$ cat src/rtl/bist_pkg.sv
// Shared BIST definitions: compactor FSM states, default MISR geometry and
// the Galois MISR next-state function used by RTL and bench alike.
package bist_pkg;

  typedef enum logic [1:0] {
    IDLE    = 2'd0,
    COMPACT = 2'd1,
    CHECK   = 2'd2,
    RESULT  = 2'd3
  } state_t;

  localparam int unsigned MAX_WIDTH = 32;
  localparam int unsigned DEF_WIDTH = 8;
  localparam logic [7:0]  DEF_POLY  = 8'hB8;

  // Operands are zero-extended to MAX_WIDTH; width selects the live bits.
  function automatic logic [MAX_WIDTH-1:0] misr_next(
    input logic [MAX_WIDTH-1:0] sig,
    input logic [MAX_WIDTH-1:0] data,
    input logic [MAX_WIDTH-1:0] poly,
    input int unsigned          width
  );
    logic [MAX_WIDTH-1:0] mask;
    logic [MAX_WIDTH-1:0] fb;
    mask = (width >= MAX_WIDTH) ? '1 : ((MAX_WIDTH'(1) << width) - MAX_WIDTH'(1));
    fb   = (((sig >> (width - 1)) & MAX_WIDTH'(1)) != '0) ? poly : '0;
    return ((sig << 1) ^ fb ^ data) & mask;
  endfunction

endpackage

$ cat src/rtl/misr_compactor_misr_reg.sv
// WIDTH-bit multiple-input signature register; load_seed together with
// enable folds the word into SEED rather than the current signature.
module misr_reg
  import bist_pkg::*;
#(
  parameter int unsigned      WIDTH = DEF_WIDTH,
  parameter logic [WIDTH-1:0] POLY  = WIDTH'(DEF_POLY),
  parameter logic [WIDTH-1:0] SEED  = '0
) (
  input  logic             CLK,
  input  logic             RESET,
  input  logic             load_seed,
  input  logic             enable,
  input  logic [WIDTH-1:0] data_in,
  output logic [WIDTH-1:0] sig
);

  logic [WIDTH-1:0] base;
  logic [WIDTH-1:0] upd;

  assign base = load_seed ? SEED : sig;
  assign upd  = WIDTH'(misr_next(MAX_WIDTH'(base), MAX_WIDTH'(data_in),
                                 MAX_WIDTH'(POLY), WIDTH));

  always_ff @(posedge CLK or negedge RESET) begin
    if (!RESET)         sig <= SEED;
    else if (enable)    sig <= upd;
    else if (load_seed) sig <= SEED;
  end

endmodule

$ cat src/rtl/misr_compactor.sv
// BIST output-response compactor: MISR folding plus PASS/FAIL verdict.
// Define MISR_CYCLE_COUNT_EN to add the COUNT port and cycle-count check.
module misr_compactor
  import bist_pkg::*;
#(
  parameter int unsigned      WIDTH  = DEF_WIDTH,
  parameter logic [WIDTH-1:0] POLY   = WIDTH'(DEF_POLY),
  parameter logic [WIDTH-1:0] SEED   = '0,
  parameter logic [WIDTH-1:0] GOLDEN = '0
`ifdef MISR_CYCLE_COUNT_EN
  ,
  parameter int unsigned      EXP_CYCLES = 81
`endif
) (
  input  logic             CLK,
  input  logic             RESET,
  input  logic             ENABLE,
  input  logic             RUNNING,
  input  logic             BIST_END,
  input  logic [WIDTH-1:0] DATA_IN,
  input  logic             ACK,
  output logic [WIDTH-1:0] SIGNATURE,
`ifdef MISR_CYCLE_COUNT_EN
  output logic [7:0]       COUNT,
`endif
  output logic             DONE,
  output logic             PASS,
  output logic             FAIL
);

  state_t state, state_nxt;
  logic   load_seed;
  logic   compact_en;
  logic   set_verdict;
  logic   clr_verdict;
  logic   match;

  always_ff @(posedge CLK or negedge RESET) begin
    if (!RESET) state <= IDLE;
    else        state <= state_nxt;
  end

  // load_seed with compact_en starts a session by folding the first word into SEED.
  always_comb begin
    state_nxt   = state;
    load_seed   = 1'b0;
    compact_en  = 1'b0;
    set_verdict = 1'b0;
    clr_verdict = 1'b0;
    case (state)
      IDLE: begin
        load_seed = 1'b1;
        if (RUNNING) begin
          state_nxt  = COMPACT;
          compact_en = ENABLE;
        end
      end
      COMPACT: begin
        if (BIST_END) begin
          state_nxt = CHECK;
        end else if (!RUNNING) begin
          state_nxt = IDLE;
          load_seed = 1'b1;
        end else begin
          compact_en = ENABLE;
        end
      end
      CHECK: begin
        set_verdict = 1'b1;
        state_nxt   = RESULT;
      end
      RESULT: begin
        if (RUNNING) begin
          state_nxt   = COMPACT;
          load_seed   = 1'b1;
          compact_en  = ENABLE;
          clr_verdict = 1'b1;
        end else if (ACK) begin
          state_nxt   = IDLE;
          load_seed   = 1'b1;
          clr_verdict = 1'b1;
        end
      end
      default: begin
        state_nxt   = IDLE;
        load_seed   = 1'b1;
        clr_verdict = 1'b1;
      end
    endcase
  end

  misr_reg #(
    .WIDTH (WIDTH),
    .POLY  (POLY),
    .SEED  (SEED)
  ) u_misr (
    .CLK       (CLK),
    .RESET     (RESET),
    .load_seed (load_seed),
    .enable    (compact_en),
    .data_in   (DATA_IN),
    .sig       (SIGNATURE)
  );

`ifdef MISR_CYCLE_COUNT_EN
  always_ff @(posedge CLK or negedge RESET) begin
    if (!RESET)                          COUNT <= '0;
    else if (load_seed)                  COUNT <= compact_en ? 8'd1 : 8'd0;
    else if (compact_en && COUNT != '1)  COUNT <= COUNT + 8'd1;
  end

  assign match = (SIGNATURE == GOLDEN) && (COUNT == 8'(EXP_CYCLES));
`else
  assign match = (SIGNATURE == GOLDEN);
`endif

  always_ff @(posedge CLK or negedge RESET) begin
    if (!RESET) begin
      DONE <= 1'b0;
      PASS <= 1'b0;
      FAIL <= 1'b0;
    end else if (set_verdict) begin
      DONE <= 1'b1;
      PASS <= match;
      FAIL <= !match;
    end else if (clr_verdict) begin
      DONE <= 1'b0;
      PASS <= 1'b0;
      FAIL <= 1'b0;
    end
  end

endmodule

$ cat config.mk
export PLATFORM = sky130hd
export DESIGN_NAME = misr_compactor
export DESIGN_NICKNAME = d
export VERILOG_FILES = /design/src/rtl/bist_pkg.sv /design/src/rtl/misr_compactor_misr_reg.sv /design/src/rtl/misr_compactor.sv
export SDC_FILE = /design/constraint.sdc
export NUM_CORES = 1
export LEC_CHECK = 0
export BUFFER_PORTS_ARGS = -buffer_cell sky130_fd_sc_hd__buf_4
export CAP_MARGIN = 20
export CORE_UTILIZATION = 53
export CTS_BUF_LIST = sky130_fd_sc_hd__clkbuf_2 sky130_fd_sc_hd__clkbuf_4 sky130_fd_sc_hd__clkbuf_8
export CTS_CLUSTER_SIZE = 12
export DETAILED_ROUTE_END_ITERATION = 10
export GPL_ROUTABILITY_DRIVEN = 1
export PLACE_DENSITY = 0.81
export SLEW_MARGIN = 20
export SYNTH_ARGS = -nofsm -noshare
export SYNTH_HDL_FRONTEND = slang
export SYNTH_SLANG_ARGS = --single-unit
$ cat constraint.sdc
create_clock -name CLK -period 1.7 [get_ports CLK]
set_input_delay 0 -clock CLK [delete_from_list [all_inputs] [get_ports CLK]]
set_output_delay 0 -clock CLK [all_outputs]
set_load 0.005 [all_outputs]
== Yosys cells after proc, flatten, opt, wreduce, memory -nomap -nowiden ==
Index checks and enable logic that the tools add are counted.

* Bitwise operators: 2
* Equal/unequal tests: 6
* Reductions and logical operators: 6
* Multiplexer cells: 23

{| class="wikitable"
|+ Operator list
! operator !! number
|-
| $mux 8 || 3
|-
| $xor 8x8->8 || 2
|-
| $mux 1 || 12
|-
| $mux 2 || 5
|-
| $logic_not 8->1 || 1
|-
| $pmux 2 s4 || 1
|-
| $ne 3x3->1 const B || 2
|-
| $eq 2x2->1 const B || 2
|-
| $pmux 1 s3 || 1
|-
| $reduce_and 3->1 || 1
|-
| $eq 2x1->1 const B || 1
|-
| $logic_not 2->1 || 1
|-
| $ne 2x2->1 const B || 1
|-
| $pmux 1 s2 || 1
|-
| $reduce_bool 2->1 || 1
|-
| $reduce_or 2->1 || 1
|-
| $logic_not 1->1 || 1
|}

* Bits in registers: 13
* Input bits: 14
* Logic and storage cells: 42
* Output and inout port bits: 11

== Depth between registers and ports, before layout ==
* Word-level depth: 8
* Gate-level depth with buffers: 7
* Mapped depth without buffers: 6

== Hierarchy ==
From an unflattened synthesis, not the netlist that was laid out.

* Cells, all modules: 96
* Area total of the unflattened synthesis: 969.7 µm²

{| class="wikitable"
|+ By module, submodules not included
! module !! times used !! sequential area each (µm²) !! area an instance (µm²) !! cells each
|-
| misr_reg || 1 || 200.2 || 509.2 || 50
|-
| misr_compactor || 1 || 125.1 || 460.4 || 46
|}

== Worst setup path before layout ==
Ideal clock, no wire load.

* Path kind: reg-to-reg
* Start: reg state[0]
* End: reg u_misr.sig[7]
* Period minus slack after synthesis: 1.517 ns
* Stages on the path, launching flop included: 7
* Arrival time: 1.436 ns
* Library setup time: 0.080 ns
* Path buffers: 1
* Data required time: 1.620 ns
* Setup slack: 0.183 ns
* Cell sequence: dfrtp_1 -> inv_1 -> ha_1 -> a211oi_2 -> buf_4 -> nand2b_1 -> o211ai_2

* Cells in the longest elaborated chain, start to end: 7
* Elaborated cells on any way between the ends: 11
* Those cells by class: eq/ne (2); mux (5); bitwise (2); reduce/logical (2)

{| class="wikitable"
|+ RTL lines
! what !! line !! RTL
|-
| start, declared || misr_compactor.sv:31 || <nowiki>state_t state, state_nxt;</nowiki>
|-
| start signal, assigned || misr_compactor.sv:40 || <nowiki>else state <= state_nxt;</nowiki>
|-
| $eq 2x2->1 (tied with other cells) || misr_compactor.sv:50 || <nowiki>case (state)</nowiki>
|-
| $pmux 1 s3 || misr_compactor.sv:50 ||
|-
| $mux 8 || n/a ||
|-
| $mux 8 || bist_pkg.sv:26 || <nowiki>fb = (((sig >> (width - 1)) & MAX_WIDTH'(1)) != '0) ? poly : '0;</nowiki>
|-
| $xor 8x8->8 (2 in a row) || bist_pkg.sv:27 || <nowiki>return ((sig << 1) ^ fb ^ data) & mask;</nowiki>
|-
| $mux 8 * || misr_compactor_misr_reg.sv:27 || <nowiki>else if (enable) sig <= upd;</nowiki>
|-
| end signal, assigned || misr_compactor_misr_reg.sv:27 ||
|-
| end, declared || misr_compactor_misr_reg.sv:15 || <nowiki>output logic [WIDTH-1:0] sig</nowiki>
|}

Mark *: on every way between the ends. The rest lies on a longest branch, timed or not.
A chain may end at the register's enable or synchronous reset.

== Final worst setup path ==
* Start: reg state[0]
* End: reg u_misr.sig[6]

* Cells in the longest elaborated chain, start to end: 6
* Elaborated cells on any way between the ends: 10
* Those cells by class: eq/ne (2); mux (4); bitwise (2); reduce/logical (2)

{| class="wikitable"
|+ RTL lines
! what !! line
|-
| $eq 2x2->1 (tied with other cells) || misr_compactor.sv:50
|-
| $pmux 1 s3 || misr_compactor.sv:50
|-
| $mux 8 || n/a
|-
| $xor 8x8->8 (2 in a row) || bist_pkg.sv:27
|-
| $mux 8 * || misr_compactor_misr_reg.sv:27
|}

Marked as above.

==> load_flow_metrics.sql <==
INSERT INTO impl_metrics (metric_group, metric, value, unit) VALUES
('cells_and_area', 'fin_util', '77.83', '%'),
('critical_path', 'endpoint_kind', 'flip-flop', ''),
('synthesis', 'netlist_area', '872.1', 'um2'),
('routing', 'routed_wl', '2101', 'um'),
('clock_network', 'h-tree-depth', '1', ''),
('synthesis', 'number_of_instances_in_the_synthesized_netlist', '86', ''),
('clock_network', 'ctsRootBufferMaster', 'sky130_fd_sc_hd__clkbuf_4', ''),
('critical_path', 'worst-path-max-fanout', '7', ''),
('routing', 'vias', '822', ''),
('synthesis', 'synth_seq_area_share', '37.30', '%'),
('floorplan', 'initial_core_utilization', '57.22', '%'),
('sta', 'worst_slew_pin_slew', '0.5048', 'ns'),
('placed_design', 'detailed_place_hpwl', '1498', 'um'),
('power', 'seqPwrFrac', '29.3', '%'),
('placed_design', 'detailed_place.area', '1071', 'um2'),
('cells_and_area', 'antenna-diode-count', '0', ''),
('placed_design', 'gp_congestion', '0.9534', ''),
('clock_network', 'clk_pin_slew', '0.08', 'ns'),
('routing', 'antenna_violating_nets_left', '0', ''),
('critical_path', 'critical_path.max_stage_delay', '0.41', 'ns'),
('sta', 'fin_setup_tns', '0', 'ns'),
('floorplan', 'ios', '25', ''),
('routing', 'drt_pre_antenna_iters', '4', ''),
('synthesis', 'yosys_register_bits', '13', ''),
('routing', 'iteration_0_drc_count_of_the_detailed_router', '22', ''),
('clock_network', 'cts_inserted_buffers', '3', ''),
('hold_path', 'hp-class', 'in -> reg', ''),
('cells_and_area', 'drive_gt1_share', '38.33', '%'),
('clock_network', 'deepest_clock_path_buffer_count', '2', ''),
('power', 'ir_worst_vdd', '1182', 'uV'),
('power', 'power.net_switching', '0.0008567', 'W'),
('grt', 'antenna_violations_before_repair', '0', ''),
('floorplan', 'floorplan.die_area', '1812', 'um2'),
('power', 'internal_pwr_total', '0.001199', 'W'),
('power', 'comb_power_share', '60.2', '%'),
('cells_and_area', 'nets', '140', ''),
('synthesis', 'number_of_warnings_printed_during_yosys_synthesis', '0', ''),
('grt', 'grt_usage', '24.71', '%'),
('grt', 'm1_gr_usage', '31.42', '%'),
('floorplan', 'die_height', '42.57', 'um'),
('grt', 'grt_start_max_net_pins', '14', ''),
('placed_design', 'io_buffer_count', '24', ''),
('critical_path', 'worstPathCellList', 'buf_4 > ha_2 > nand4bb_1 > buf_6 > nand3_2 > nor2_2 > a22o_1', ''),
('sta', 'timing.fmax', '0.6125', 'GHz'),
('cells_and_area', 'area.growth.synth_to_final', '36.01', '%'),
('synthesis', 'yosysUniqueCellTypes', '36', ''),
('routing', 'routed_via_density', '6.044', ''),
('cells_and_area', 'multiInputGateArea', '535.5', 'um2'),
('floorplan', 'floorplan.die.width', '42.57', 'um'),
('flow_run', 'timing.max_cap.violations', '0', ''),
('sta', 'finalClockSkew', '0.006918', 'ns'),
('critical_path', 'timing.setup.critical_path_class', 'reg -> reg', ''),
('sta', 'timing.final.hold_violations', '0', ''),
('grt', 'global_route_congestion_overflow_total', '0', ''),
('grt', 'globalRoute.busiestLayer', 'met2', ''),
('synthesis', 'synthesized_netlist_net_count', '105', ''),
('critical_path', 'cp_slowest_cell', 'sky130_fd_sc_hd__dfrtp_1', ''),
('power', 'p_per_area', '1733', 'nW/um2'),
('grt', 'grt_pass1_vias', '732', ''),
('clock_network', 'tritoncts', 'yes', ''),
('synthesis', 'postSynthAreaPerCell', '10.14', 'um2'),
('outcome', 'status', 'completed', ''),
('sta', 'period_needed', '1.633', 'ns'),
('floorplan', 'coreArea', '1524', 'um2'),
('cells_and_area', 'regArea', '325.3', 'um2'),
('power', 'clock_power_share', '10.5', '%'),
('sta', 'relative_slew_margins', '66.35', '%'),
('floorplan', 'placementRows', '14', ''),
('cells_and_area', 'final.fill_count', '106', ''),
('critical_path', 'timing.critical_path.required', '1.93', 'ns'),
('critical_path', 'cp.arrival', '1.87', 'ns');
==> path summary, 6_finish.rpt <==
kind	startpoint	end	slack, ns	depth (start not counted)
setup / recovery	state[0]$_DFFE_PN0P_	u_misr.sig[6]$_DFF_PN0_	0.07	7
hold / removal	DATA_IN[7]	u_misr.sig[7]$_DFF_PN0_	0.02	3
setup reg to reg	state[0]$_DFFE_PN0P_	u_misr.sig[6]$_DFF_PN0_	0.07	7
hold reg to reg	DONE$_DFFE_PN0P_	DONE$_DFFE_PN0P_	0.48	1
max in group asynchronous	RESET	asynchronous set/reset pin	1.45	2
min in group asynchronous	RESET	u_misr.sig[6]$_DFF_PN0_	0.09	2
==> cell type report <==
cell class                      instances  area share (%)
Multi-Input combinational cell         66           45.15
Sequential cell                        13           27.43
Tap cell                               16           1.688
Clock buffer                            4           2.532
Timing Repair Buffer                   34           22.26
Inverter                                3          0.9494
==> sequential cells by signal (all words and copies together), names as in the netlist, named ones only <==
signal,cells
DONE,1
FAIL,1
PASS,1
state,1
u_misr.sig,8
==> stage by stage <==
stage | setup WS [ns] | total power, W | hold WS (ns) | std cells
global route | 0.003814 | 0.002202 | 0.02253 | 136
CTS | 0.07486 | 0.001912 | 0.02867 | 133
finish | 0.06729 | 0.002055 | 0.02174 | 136
detailed placement | 0.09819 | 0.001695 | -0.1473 | 126
global placement | 0.1145 | 0.001662 | -0.1485 | 126
floorplan | 0.1834 | 0.001321 | -0.2956 | 86
==> Yosys cell counts, drive strengths merged <==
master / instances / area, um2
nand2: 7 / 28.78
a211o: 1 / 8.760
o221ai: 1 / 8.760
mux2i: 1 / 10.01
nor2: 2 / 10.01
a2bb2oi: 1 / 8.760
nand4bb: 1 / 11.26
a22o: 6 / 52.55
and2: 1 / 6.260
a211oi: 1 / 12.51
o211ai: 5 / 47.54
xnor2: 6 / 52.55
o21ai: 4 / 20.01
xor2: 3 / 26.28
a21oi: 2 / 10.01
nand4: 6 / 37.54
inv: 3 / 11.26
buf: 4 / 31.27
a21o: 2 / 16.27
and3: 1 / 7.510
or2: 1 / 6.260
nor4: 2 / 12.51
nand3: 2 / 15.01
nand2b: 2 / 12.51
nand3b: 1 / 7.510
ha: 5 / 62.56
nor2b: 2 / 12.51
dfrtp: 13 / 325.3
==> what timing repair did <==
action	CTS	global route
resized for setup	0	7
hold buffers	3	0
setup endpoints to repair	0	7
setup buffers	0	2
endpoints found under the hold margin	15	0
==> power by group through the flow <==
stage	logic [W]	clock network, W	registers, W
floorplan	0.000740	0	0.000581
global placement	0.00106	0	0.000605
detailed placement	0.00108	0	0.000613
CTS	0.00109	0.000214	0.000606
global route	0.00133	0.000239	0.000628
finish	0.00124	0.000216	0.000602
==> routing by layer <==
| metal | wire, um | part of all wire, % |
|---|---|---|
| met1 | 891 | 42 |
| met2 | 1037 | 49 |
| met3 | 105 | 5.0 |
| met4 | 67 | 3.2 |
| met5 | 0 | 0 |
==> cells in the final DEF (no fill, tap or decap), types with 4 or more instances in the layout <==
cell type and n:
sky130_fd_sc_hd__nand4_1 6, sky130_fd_sc_hd__clkbuf_4 4, sky130_fd_sc_hd__dfrtp_1 13, sky130_fd_sc_hd__a22o_1 6, sky130_fd_sc_hd__nand2_1 6, sky130_fd_sc_hd__buf_4 29, sky130_fd_sc_hd__xnor2_1 6
==> logic make-up after synthesis <==
kind of cell	share of synthesized area, %
DFF	37.30
adders and majority gates	7.174
buffers and inverters	4.877
and+or+nand+nor	19.23
AOI/OAI and AO/OA	21.23
xor gates and xnor gates	9.039
muxes	1.148
==> worst max-delay path: cells and delay by family, from the launching register on <==
kind                       cells  cell delay, ns
and+or+nand+nor                3            0.47
DFF                            1            0.41
buffers and inverters          2            0.30
adders and majority gates      1            0.20
AOI/OAI and AO/OA              1            0.19
Note: power is estimated with default switching activity, not from simulation.
